==> src/rtl/branch_resolution_unit.sv <==
// branch_resolution_unit: in-order prediction queue, BTB update producer and mispredict redirect
module branch_resolution_unit #(
  parameter int DEPTH = 4,
  parameter int PC_W = 32,
  parameter int CNT_W = 16
) (
  input  logic             bru_clk,
  input  logic             bru_reset,
  input  logic             bru_push,
  input  logic [PC_W-1:0]  bru_push_pc,
  input  logic             bru_push_pred_taken,
  input  logic [PC_W-1:0]  bru_push_pred_target,
  output logic             bru_full,
  output logic             bru_empty,
  input  logic             bru_resolve,
  input  logic             bru_actual_taken,
  input  logic [PC_W-1:0]  bru_actual_target,
  output logic             bru_btb_write,
  output logic             bru_btb_branch_taken,
  output logic [PC_W-1:0]  bru_btb_new_pc,
  output logic [PC_W-1:0]  bru_btb_data,
  output logic             bru_redirect,
  output logic [PC_W-1:0]  bru_redirect_pc,
  output logic             bru_underflow,
  output logic [CNT_W-1:0] bru_branch_count,
  output logic [CNT_W-1:0] bru_mispredict_count
);
  localparam int AW = $clog2(DEPTH);
  localparam int CW = AW + 1;
  localparam logic [0:0] RUN = 1'b0;
  localparam logic [0:0] FLUSH = 1'b1;
  logic [0:0] state;
  logic [PC_W-1:0] q_pc [DEPTH];
  logic [PC_W-1:0] q_tgt [DEPTH];
  logic [DEPTH-1:0] q_taken;
  logic [AW-1:0] rd_ptr, wr_ptr;
  logic [CW-1:0] count;
  logic pop, mis, push_ok, head_taken;
  logic [PC_W-1:0] head_pc, head_tgt;
  assign bru_full = count == CW'(DEPTH) || state == FLUSH;
  assign bru_empty = count == '0;
  always_comb begin
    head_pc = q_pc[rd_ptr];
    head_tgt = q_tgt[rd_ptr];
    head_taken = q_taken[rd_ptr];
    pop = state == RUN && bru_resolve && count != '0;
    mis = pop && (head_taken != bru_actual_taken || (bru_actual_taken && head_tgt != bru_actual_target));
    push_ok = bru_push && !bru_full && !mis;
  end
  always_ff @(posedge bru_clk) begin
    if (push_ok) begin
      q_pc[wr_ptr] <= bru_push_pc;
      q_tgt[wr_ptr] <= bru_push_pred_target;
      q_taken[wr_ptr] <= bru_push_pred_taken;
    end
  end
  always_ff @(posedge bru_clk) begin
    if (bru_reset) begin
      state <= RUN;
      rd_ptr <= '0;
      wr_ptr <= '0;
      count <= '0;
      bru_btb_write <= 1'b0;
      bru_btb_branch_taken <= 1'b0;
      bru_btb_new_pc <= '0;
      bru_btb_data <= '0;
      bru_redirect <= 1'b0;
      bru_redirect_pc <= '0;
      bru_underflow <= 1'b0;
      bru_branch_count <= '0;
      bru_mispredict_count <= '0;
    end else begin
      state <= mis ? FLUSH : RUN;
      bru_btb_write <= pop;
      bru_redirect <= mis;
      if (state == RUN && bru_resolve && count == '0) bru_underflow <= 1'b1;
      if (pop) begin
        bru_btb_branch_taken <= bru_actual_taken;
        bru_btb_new_pc <= head_pc;
        bru_btb_data <= bru_actual_taken ? bru_actual_target : head_tgt;
        bru_branch_count <= bru_branch_count + CNT_W'(bru_branch_count != '1);
      end
      if (mis) begin
        bru_redirect_pc <= bru_actual_taken ? bru_actual_target : head_pc + PC_W'(4);
        bru_mispredict_count <= bru_mispredict_count + CNT_W'(bru_mispredict_count != '1);
        rd_ptr <= wr_ptr;
        count <= '0;
      end else begin
        if (push_ok) wr_ptr <= wr_ptr + AW'(1);
        if (pop) rd_ptr <= rd_ptr + AW'(1);
        count <= count + CW'(push_ok) - CW'(pop);
      end
    end
  end
endmodule

==> config.mk <==
export PLATFORM = sky130hd
export DESIGN_NAME = branch_resolution_unit
export DESIGN_NICKNAME = d
export VERILOG_FILES = /design/src/rtl/branch_resolution_unit.sv
export SDC_FILE = /design/constraint.sdc
export NUM_CORES = 1
export LEC_CHECK = 0
export CAP_MARGIN = 20
export CORE_AREA = 2 2 194 196
export CTS_BUF_LIST = sky130_fd_sc_hd__clkbuf_16
export CTS_CLUSTER_DIAMETER = 80
export CTS_CLUSTER_SIZE = 12
export DETAILED_ROUTE_END_ITERATION = 16
export DIE_AREA = 0 0 196 198
export GPL_TIMING_DRIVEN = 0
export PLACE_DENSITY = 0.68
export SYNTH_ARGS = -nofsm -noshare
export SYNTH_HDL_FRONTEND = slang
export SYNTH_SLANG_ARGS = --single-unit
==> constraint.sdc <==
create_clock -name bru_clk -period 11.25 [get_ports bru_clk]
set_input_delay 1.125 -clock bru_clk [delete_from_list [all_inputs] [get_ports bru_clk]]
set_output_delay 1.125 -clock bru_clk [all_outputs]
set_load 0.05 [all_outputs]
; Word level (Yosys, flattened, before mapping)
; Memory sizes are Yosys's and may differ from the RTL's. A register that Yosys moved wholly into a read port is not among the register bits.
; Index checks and enable logic that the tools add are counted.
[totals]
ff_bits = 144
mem_bits_rw = 256
inputBits = 102
output_inout_bits = 134
word_cells = 66
memories = 2
[classes]
addsub = 7
n_lt_le_gt_ge = 3
eq_ne = 5
n_mux = 16
bitwise = 2
n_reduce_logical = 17
[memory_table]
columns = name, depth, width, rd, rd_clocked_by_memory_dff, wr, line
row1 = q_pc, 4, 32, 1, 1, 1, 33  ; logic [PC_W-1:0] q_pc [DEPTH];
row2 = q_tgt, 4, 32, 1, 1, 1, 34  ; logic [PC_W-1:0] q_tgt [DEPTH];
[ops]
columns = operator, count
row1 = 2-to-1 mux 32 bit, 2
row2 = adder 16 x 1 -> 16 bit, 2
row3 = adder 32 x 3 -> 32 bit (second input constant), 1
row4 = != test 16 bit (second input constant), 2
row5 = != test 32 bit, 1
row6 = 2-to-1 mux 2 bit, 6
row7 = logical AND 1 bit, 8
row8 = < comparator 2 x 3 -> 1 bit (second input constant), 2
row9 = 2-to-1 mux 1 bit, 5
row10 = adder 2 x 1 -> 2 bit (second input constant), 2
row11 = bitwise mux 4 bit, 1
row12 = adder 3 x 1 -> 3 bit, 1
row13 = equality test 3 bit (second input constant), 1
row14 = logical NOT 3 bit, 1
row15 = nonzero test 3 bit, 1
row16 = subtractor 3 x 1 -> 3 bit, 1
row17 = binary-select mux 1 bit (select 2 bit), 1
row18 = demux 1 bit (select 2 bit), 1
row19 = greater-or-equal comparator 2 x 1 -> 1 bit (second input constant), 1
row20 = logical NOT 1 bit, 2
row21 = logical OR 1 bit, 2
row22 = inverter 1 bit, 2
row23 = AND reduction 2 bit, 1
row24 = nonzero test 2 bit, 1
row25 = other kinds (2), 2

; Logic depth before layout (Yosys ltp)
; Gate-level depths: netlist of run 1.
[depth]
depth_word = 9
mapped_depth = 21
depth_no_buf = 16

; Worst setup path after synthesis of run 1
; No wires, ideal clock.
[synth_path]
kind = input port to flip-flop
startpoint = input bru_actual_target[22]
endpoint = memory q_pc[0][0], enable pin
setup_ns = 0.430
arrival_time_ns = 4.217
t_required_ns = 10.820
setup_slack_ns = 6.603
cell_stages = 9
n_path_buf = 1
cell_sequence = inv_1 o22ai_1 a221o_1 o21ai_0 or4b_4 o21a_1 buf_6 a21oi_4 and2_1
[synth_between]
elab_chain_cells = 8
[synth_rtl]
columns = item, line
row1 = from (decl), 17  ; input logic [PC_W-1:0] bru_actual_target,
row2 = != test 32 bit, 47  ; mis = pop && (head_taken != bru_actual_taken || (bru_actual_taken && head_tgt != bru_actual_target));
row3 = logical AND 1 bit, 47
row4 = logical OR 1 bit, 47
row5 = logical AND 1 bit, 47
row6 = logical NOT 1 bit, 48  ; push_ok = bru_push && !bru_full && !mis;
row7 = logical AND 1 bit, 48
row8 = 2-to-1 mux 1 bit, 51  ; if (push_ok) begin
row9 = 2-to-1 mux 1 bit (implied by the code), 52  ; q_pc[wr_ptr] <= bru_push_pc;
row10 = to (decl), 33
; No other way between the ends.

; Worst setup path after layout of run 1
[layout_path]
startpoint = input bru_actual_target[28]
endpoint = register count[2]
[layout_between]
elab_chain_cells = 8
elab_cells_between_ends = 9
classes_between = 2 x add/sub / 1 x eq/ne / 6 x reduce/logical
[layout_rtl]
columns = item, line
row1 = != test 32 bit *, 47
row2 = logical AND 1 bit *, 47
row3 = logical OR 1 bit *, 47
row4 = logical AND 1 bit *, 47
row5 = logical NOT 1 bit, 48
row6 = logical AND 1 bit, 48
row7 = adder 3 x 1 -> 3 bit, 91  ; count <= count + CW'(push_ok) - CW'(pop);
row8 = subtractor 3 x 1 -> 3 bit, 91
row9 = to (signal assigned), 91
row10 = to (decl), 37  ; logic [CW-1:0] count;
; Mark *: on every way between the ends. The rest lies on a longest branch, timed or not.
; A chain may end at the register's enable or synchronous reset.

==> impl_metrics.csv, run 1 <==
group,metric,value,unit
cells_and_area,syn2layout_area_growth,25.1,%
global_route,grt_usage,0.259,
setup_path,path_cells,"clkdlybuf4s50_1 > o22ai_1 > a221o_1 > o21ai_0 > or4b_4 > o21a_1 > buf_6 > a21oi_4 > inv_1 > ha_1 > inv_1 > ha_1 > inv_1 > fa_1 > xor2_1 > xnor2_1 > nor3_1",
floorplan,coreArea,37000,µm²
hold_path,min_from,"bru_btb_new_pc[27]",
yosys,ys_seq_area_frac,0.636,
clocking,tritoncts,"built",
hold_path,holdPathEnd,"bru_btb_new_pc[27]",
power,powerDensity,229,nW/µm²
cells_and_area,drive_gt1_frac,0.0918,
power,leakagePower,6.87,nW
cells_and_area,fin_util,0.566,
floorplan,io_pins,236,
yosys,yosysWarnings,0,
yosys,synth-edff-count,260,
timing,hold_ws,0.459,ns
timing,skew,0.0194,ns
detailed_routing,vias,12114,
yosys,synth_cell_types,68,
setup_path,cp_slowest_cell,"clkdlybuf4s50_1",
hold_path,hold_path_class,"reg2reg",
global_route,grt_max_degree,40,
clocking,holdBufCountCts,0,
detailed_routing,post_drt_via_cell_ratio,5.87,
place,io_buffers,234,
detailed_routing,ant_nets,0,
global_route,grt_pass1_wl,74.0,mm
yosys,synth_top_area_frac,0.467,
yosys,synth.most_common_cell,"edfxtp_1",
global_route,overflow,0,
setup_path,worstPathRequired,11.63,ns
clocking,numCtsBuffers,39,
timing,setup_slack,6.53,ns
setup_path,worstPathMaxFanout,7,
setup_path,worstSetupPathType,"in2reg",
floorplan,die_h,198,µm
setup_path,timing.rr.end,"count[2]",
setup_path,reg2reg_slack,6.70,ns
yosys,synth_top_flop_cell,"edfxtp_1",
floorplan,rows,71,
global_route,grt_pass1_vias,11783,
clocking,cts_sinks,401,
clocking,cts_buffer_depth,3,
timing,finalMaxSlewViolations,0,
setup_path,ff2ff_path_depth,21,
setup_path,cp_slowest_stage_delay,0.73,ns
timing,worstMarginPinSlew,0.818,ns
yosys,syn_nets,1398,
detailed_routing,drt-initial-drc-count,1264,
clocking,clk_latency,0.54,ns
setup_path,endpoint_kind,"register",
power,ir_drop,136,µV
clocking,cts_resized,0,
yosys,synthArstFlopShare,0,
global_route,antenna_found_initial,1,
timing,fin_crit_sh,0.419,
clocking,cts_post_setup_buffers_inserted,0,
place,place_congestion,0.965,
timing,finalHoldViolations,0,
yosys,syn_area_per_cell,13.0,µm²
yosys,synth_cells,1284,
yosys,netlist_area,16700,µm²
place,place_ws,6.06,ns
floorplan,die_x,196,µm
hold_path,holdPathStages,2,
timing,setup_tns,0,ns
timing,min_period,4.72,ns
place,dp_hpwl,36.8,mm
timing,setup_viol,0,
outcome,run_status,"finished clean",
yosys,synth-seq-cells,401,
floorplan,dieArea,38800,µm²
timing,rsz0062_at_grt,"no",
yosys,synth_top_cell_by_area,"edfxtp_1",
detailed_routing,dr.pass1.iters,5,
setup_path,worst_setup_path_start_kind,"input port",
cells_and_area,nNetsFinal,1677,
yosys,yosys-top-cells-area,"edfxtp_1, dfxtp_1, mux4_2, nand2_1, xnor2_1",
floorplan,start_util,0.452,
setup_path,cp.arrival,5.10,ns
clocking,clk_pin_slew,0.06,ns
clocking,root_buffer,"clkbuf_16",
setup_path,crit_path_frequent_cell,"inv_1",
yosys,yosys-top-cells-count,"edfxtp_1, nand2_1, dfxtp_1",
timing,slew_headroom,0.455,
detailed_routing,wl,50.4,mm
timing,max_freq,212,MHz
clocking,htree_levels,2,
run,cap_viol_max_count,0,
detailed_routing,wl_per_cell,24.4,µm
detailed_routing,drc,0,
cells_and_area,fill_cells,3040,
-- worst max-delay path by stage --
stage	start	end	slack, ns	cells past startpoint
finish	bru_actual_target[28]	count[2]	6.53	17
floorplan	bru_actual_target[22]	q_pc[0][0]	6.60	9
CTS	bru_actual_target[28]	count[2]	6.61	17
detailed placement	bru_actual_target[28]	count[2]	6.06	17
global placement	bru_actual_target[28]	q_pc[1][9]	4.23	9
global route	bru_actual_target[28]	count[2]	6.42	17
-- state kept, by name (all words and copies together), names as in the netlist, 3 cells and up, named ones only --
signal / flops
q_pc: 128
q_tgt: 128
bru_btb_data: 32
bru_btb_new_pc: 32
bru_redirect_pc: 32
bru_branch_count: 16
bru_mispredict_count: 16
q_taken: 4
count: 3
-- kinds of logic (layout without fill, tap and decap cells) --
group	count (synthesis)	after routing	synth area share
flops	401	401	0.636
compound gates	236	236	0.0946
other cells	0	1	0
xor+xnor	66	66	0.0346
mux	86	86	0.0919
simple gates	379	379	0.104
buf+inv	104	410	0.0289
fa+ha+maj	12	12	0.00943
-- worst max-delay path, delay by kind of cell --
family                   cells  cell delay (ns)
AO/OA/AOI/OAI                5             1.25
XOR/XNOR                     2             0.30
AND/OR/NAND/NOR              2             0.59
adder cells (fa/ha/maj)      3             0.77
buffers and inverters        5             1.04
-- final cells by class --
class,count,area [µm²],area share
timing repair buffer,238,2430,0.116
antenna,1,2.50,0.000120
tap,474,593,0.0284
inverter,25,93.8,0.00449
clock inverter,27,128,0.00611
buffer,79,389,0.0186
clock buffer,41,1030,0.0491
sequential,401,10600,0.509
multi-input combinational,779,5610,0.268
-- metrics by stage --
step                instances  power, mW  instance area, µm²
floorplan                1284       2.97               16700
finish                   2065       4.78               20900
global placement         1992       3.56               19600
global route             2065       4.96               20900
CTS                      2064       4.79               20900
detailed placement       1996       3.59               19700
-- power breakdown --
part / total [mW] / internal [mW] / switching [mW]
combinational: 1.64 / 0.542 / 1.09
clock: 1.20 / 0.674 / 0.530
sequential: 1.94 / 1.82 / 0.117
-- cell usage in the layout, fill, tap and decap left out, drive strengths merged, types with 7 or more instances in the layout --
master / count
o21a: 10
or2: 9
o2111ai: 13
o21ai: 46
and4: 8
inv: 49
a21oi: 76
or3: 7
xnor2: 44
buf: 30
nand2: 188
mux2i: 27
and3: 9
ha: 11
dfxtp: 141
nand4: 14
edfxtp: 260
nor2: 58
o31ai: 13
mux4: 53
clkdlybuf4s50: 234
nor3: 14
a311oi: 21
clkbuf: 94
xor2: 22
and2: 16
o311ai: 9
nand3: 41
-- routing by layer --
metal,track usage,routed length (µm),vias to the layer above
li1,-,-,5371
met1,0.345,20100,5967
met2,0.426,23800,641
met3,0.0407,4350,135
met4,0.107,2130,0
met5,0,0,-
Note: power is estimated with default switching activity, not from simulation.
==> run 2: changes to the inputs <==
--- a/config.mk
+++ b/config.mk
@@ -13,7 +13,7 @@
 export DETAILED_ROUTE_END_ITERATION = 16
 export DIE_AREA = 0 0 196 198
 export GPL_TIMING_DRIVEN = 0
-export PLACE_DENSITY = 0.68
+export PLACE_DENSITY = 0.7
 export SYNTH_ARGS = -nofsm -noshare
 export SYNTH_HDL_FRONTEND = slang
 export SYNTH_SLANG_ARGS = --single-unit
==> constraint.sdc (replaced) <==
create_clock -name bru_clk -period 4 [get_ports bru_clk]
set_input_delay 0.4 -clock bru_clk [delete_from_list [all_inputs] [get_ports bru_clk]]
set_output_delay 0.4 -clock bru_clk [all_outputs]
set_load 0.05 [all_outputs]
==> run 2 against run 1 <==
Total power grew to 2.8 times the previous value. Setup slack got worse by 6.5 ns. Combinational power rose to 2.9 times the previous value. Cell count is 1.5% higher. Clock power rose to 2.8 times the previous value. Non-clock buffer count grew 25. Critical path type is now reg2reg. Largest cell class unchanged.
==> impl_metrics.csv, run 2 (synthesis results as in run 1) <==
group,metric,value,unit
setup_path,path_cells,"buf_6 > buf_4 > mux2i_1 > xnor2_1 > a2111o_1 > o21ai_1 > or4b_4 > o21a_1 > buf_6 > a21oi_4 > inv_1 > ha_1 > inv_1 > ha_1 > inv_1 > fa_2 > xor2_1 > xnor2_1 > nor3_1",
global_route,overflow,0,
power,ir_drop,381,µV
floorplan,rows,71,
detailed_routing,vias,12185,
timing,finalMaxSlewViolations,0,
place,placed_cells,1996,
timing,finalHoldViolations,0,
floorplan,io_pins,236,
clocking,cts_sinks,401,
setup_path,worstPathMaxFanout,8,
timing,min_period,3.98,ns
power,power,13.6,mW
clocking,root_buffer,"clkbuf_16",
cells_and_area,finalInstanceArea,21300,µm²
cells_and_area,finalNonFillerCells,2095,
timing,setup_tns,0,ns
detailed_routing,post_drt_via_cell_ratio,5.82,
outcome,run_status,"finished clean",
floorplan,die_x,196,µm
floorplan,start_util,0.452,
setup_path,worstSetupPathType,"reg2reg",
timing,setup_slack,0.0204,ns
global_route,grt_pass1_vias,11741,
cells_and_area,syn2layout_area_growth,27.4,%
cells_and_area,top_regs,"q_pc x128, q_tgt x128",
clocking,numCtsBuffers,39,
floorplan,coreArea,37000,µm²
place,dp_hpwl,36.6,mm
global_route,grt_usage,0.256,
cells_and_area,layout_common_cells,"edfxtp_1, clkdlybuf4s50_1, nand2_1",
clocking,clk_pin_slew,0.06,ns
power,leakagePower,7.07,nW
cells_and_area,fin_util,0.576,
detailed_routing,drt-initial-drc-count,1198,
cells_and_area,nNetsFinal,1705,
setup_path,cp.arrival,4.35,ns
setup_path,crit_family,"compound AO/OA/AOI/OAI gates",
cells_and_area,final_common_cell,"edfxtp_1",
setup_path,crit_path_frequent_cell,"inv_1",
floorplan,dieArea,38800,µm²
timing,max_freq,251,MHz
timing,fin_crit_sh,0.995,
power,powerDensity,637,nW/µm²
clocking,htree_levels,2,
timing,rsz0062_at_grt,"yes",
detailed_routing,wl_per_cell,24.5,µm
cells_and_area,drive_gt1_frac,0.114,
timing,setup_viol,0,
detailed_routing,dr.pass1.iters,6,
clocking,clk_latency,0.53,ns
setup_path,cp_slowest_cell,"or4b_4",
place,dpl-instance-area,19700,µm²
setup_path,critPathBufInv,6,
detailed_routing,ant_nets,0,
timing,skew,0.0205,ns
place,io_buffers,234,
setup_path,endpoint_kind,"register",
timing,worstMarginPinSlew,0.884,ns
hold_path,hold_path_class,"in2reg",
setup_path,worst_setup_path_start_kind,"register",
timing,hold_ws,0.460,ns
detailed_routing,drc,0,
clocking,holdBufCountCts,0,
clocking,cts_buffer_depth,3,
clocking,tritoncts,"built",
timing,slew_headroom,0.410,
global_route,grt_pass1_wl,73.6,mm
floorplan,die_h,198,µm
global_route,grt_max_degree,49,
setup_path,cp_slowest_stage_delay,0.52,ns
place,place_congestion,0.944,
place,place_ws,-0.479,ns
setup_path,worstPathRequired,4.37,ns
global_route,antenna_found_initial,2,
run,cap_viol_max_count,0,
detailed_routing,wl,51.3,mm
run 2: cell types whose count changed in the layout (fill, tap and decap cells not counted), moves of 2 or more:
cell / delta
o21ai_1: +2
buf_12: +9
clkbuf_16: +2
mux2i_4: +2
o21ai_0: -2
inv_1: +3
and2_2: +3
mux2i_1: -7
buf_4: +18
mux2i_2: +5
buf_6: -2
run 2: what timing repair did:
action / in CTS / in global routing
pin swaps: 5 / 11
gates resized for setup: 25 / 5
cloned: 0 / 5
buffers inserted: 14 / 9
setup endpoints to repair: 172 / 140
run 2: worst paths after layout:
path,start,endpoint,slack [ns],depth (start not counted)
worst max register to register,register,count[2],0.02,19
worst min-delay path,bru_reset,bru_mispredict_count[15],0.46,3
worst min register to register,bru_btb_new_pc[22],bru_btb_new_pc[22],0.46,2
worst max-delay path,register,count[2],0.02,19
run 2: report_power, final:
group	switching, mW	internal (mW)	total (mW)
clock	1.50	1.84	3.34
sequential	0.331	5.12	5.45
combinational	3.14	1.63	4.77
total	4.97	8.59	13.6
run 2: final cells by class:
| cell class | count | area, µm² |
|---|---|---|
| Antenna cell | 1 | 2.50 |
| Buffer | 79 | 453 |
| Clock buffer | 41 | 1030 |
| Clock inverter | 29 | 114 |
| Fill cell | 2987 | 15700 |
| Inverter | 25 | 93.8 |
| Multi-Input combinational cell | 782 | 5690 |
| Sequential cell | 401 | 10600 |
| Tap cell | 474 | 593 |
| Timing Repair Buffer | 263 | 2690 |
run 2: per-layer routing:
layer  routed length [µm]  global-route usage  part of all wire  vias up
li1                     -                   -                 -     5448
met1                20900               0.347              0.41     5975
met2                23500               0.405              0.46      624
met3                 4230              0.0475             0.082      136
met4                 2620               0.116             0.051        2
met5                   13                   0           0.00025        -
run 2: worst register-to-register path: cells and delay by family, from the launching register on:
kind / cells / cell delay, ns
AO/OA/AOI/OAI: 4 / 0.77
adder cells (fa/ha/maj): 3 / 0.72
buffers and inverters: 6 / 0.62
AND/OR/NAND/NOR: 2 / 0.57
XOR/XNOR: 3 / 0.42
multiplexers: 1 / 0.40
flip-flops: 1 / 0.32
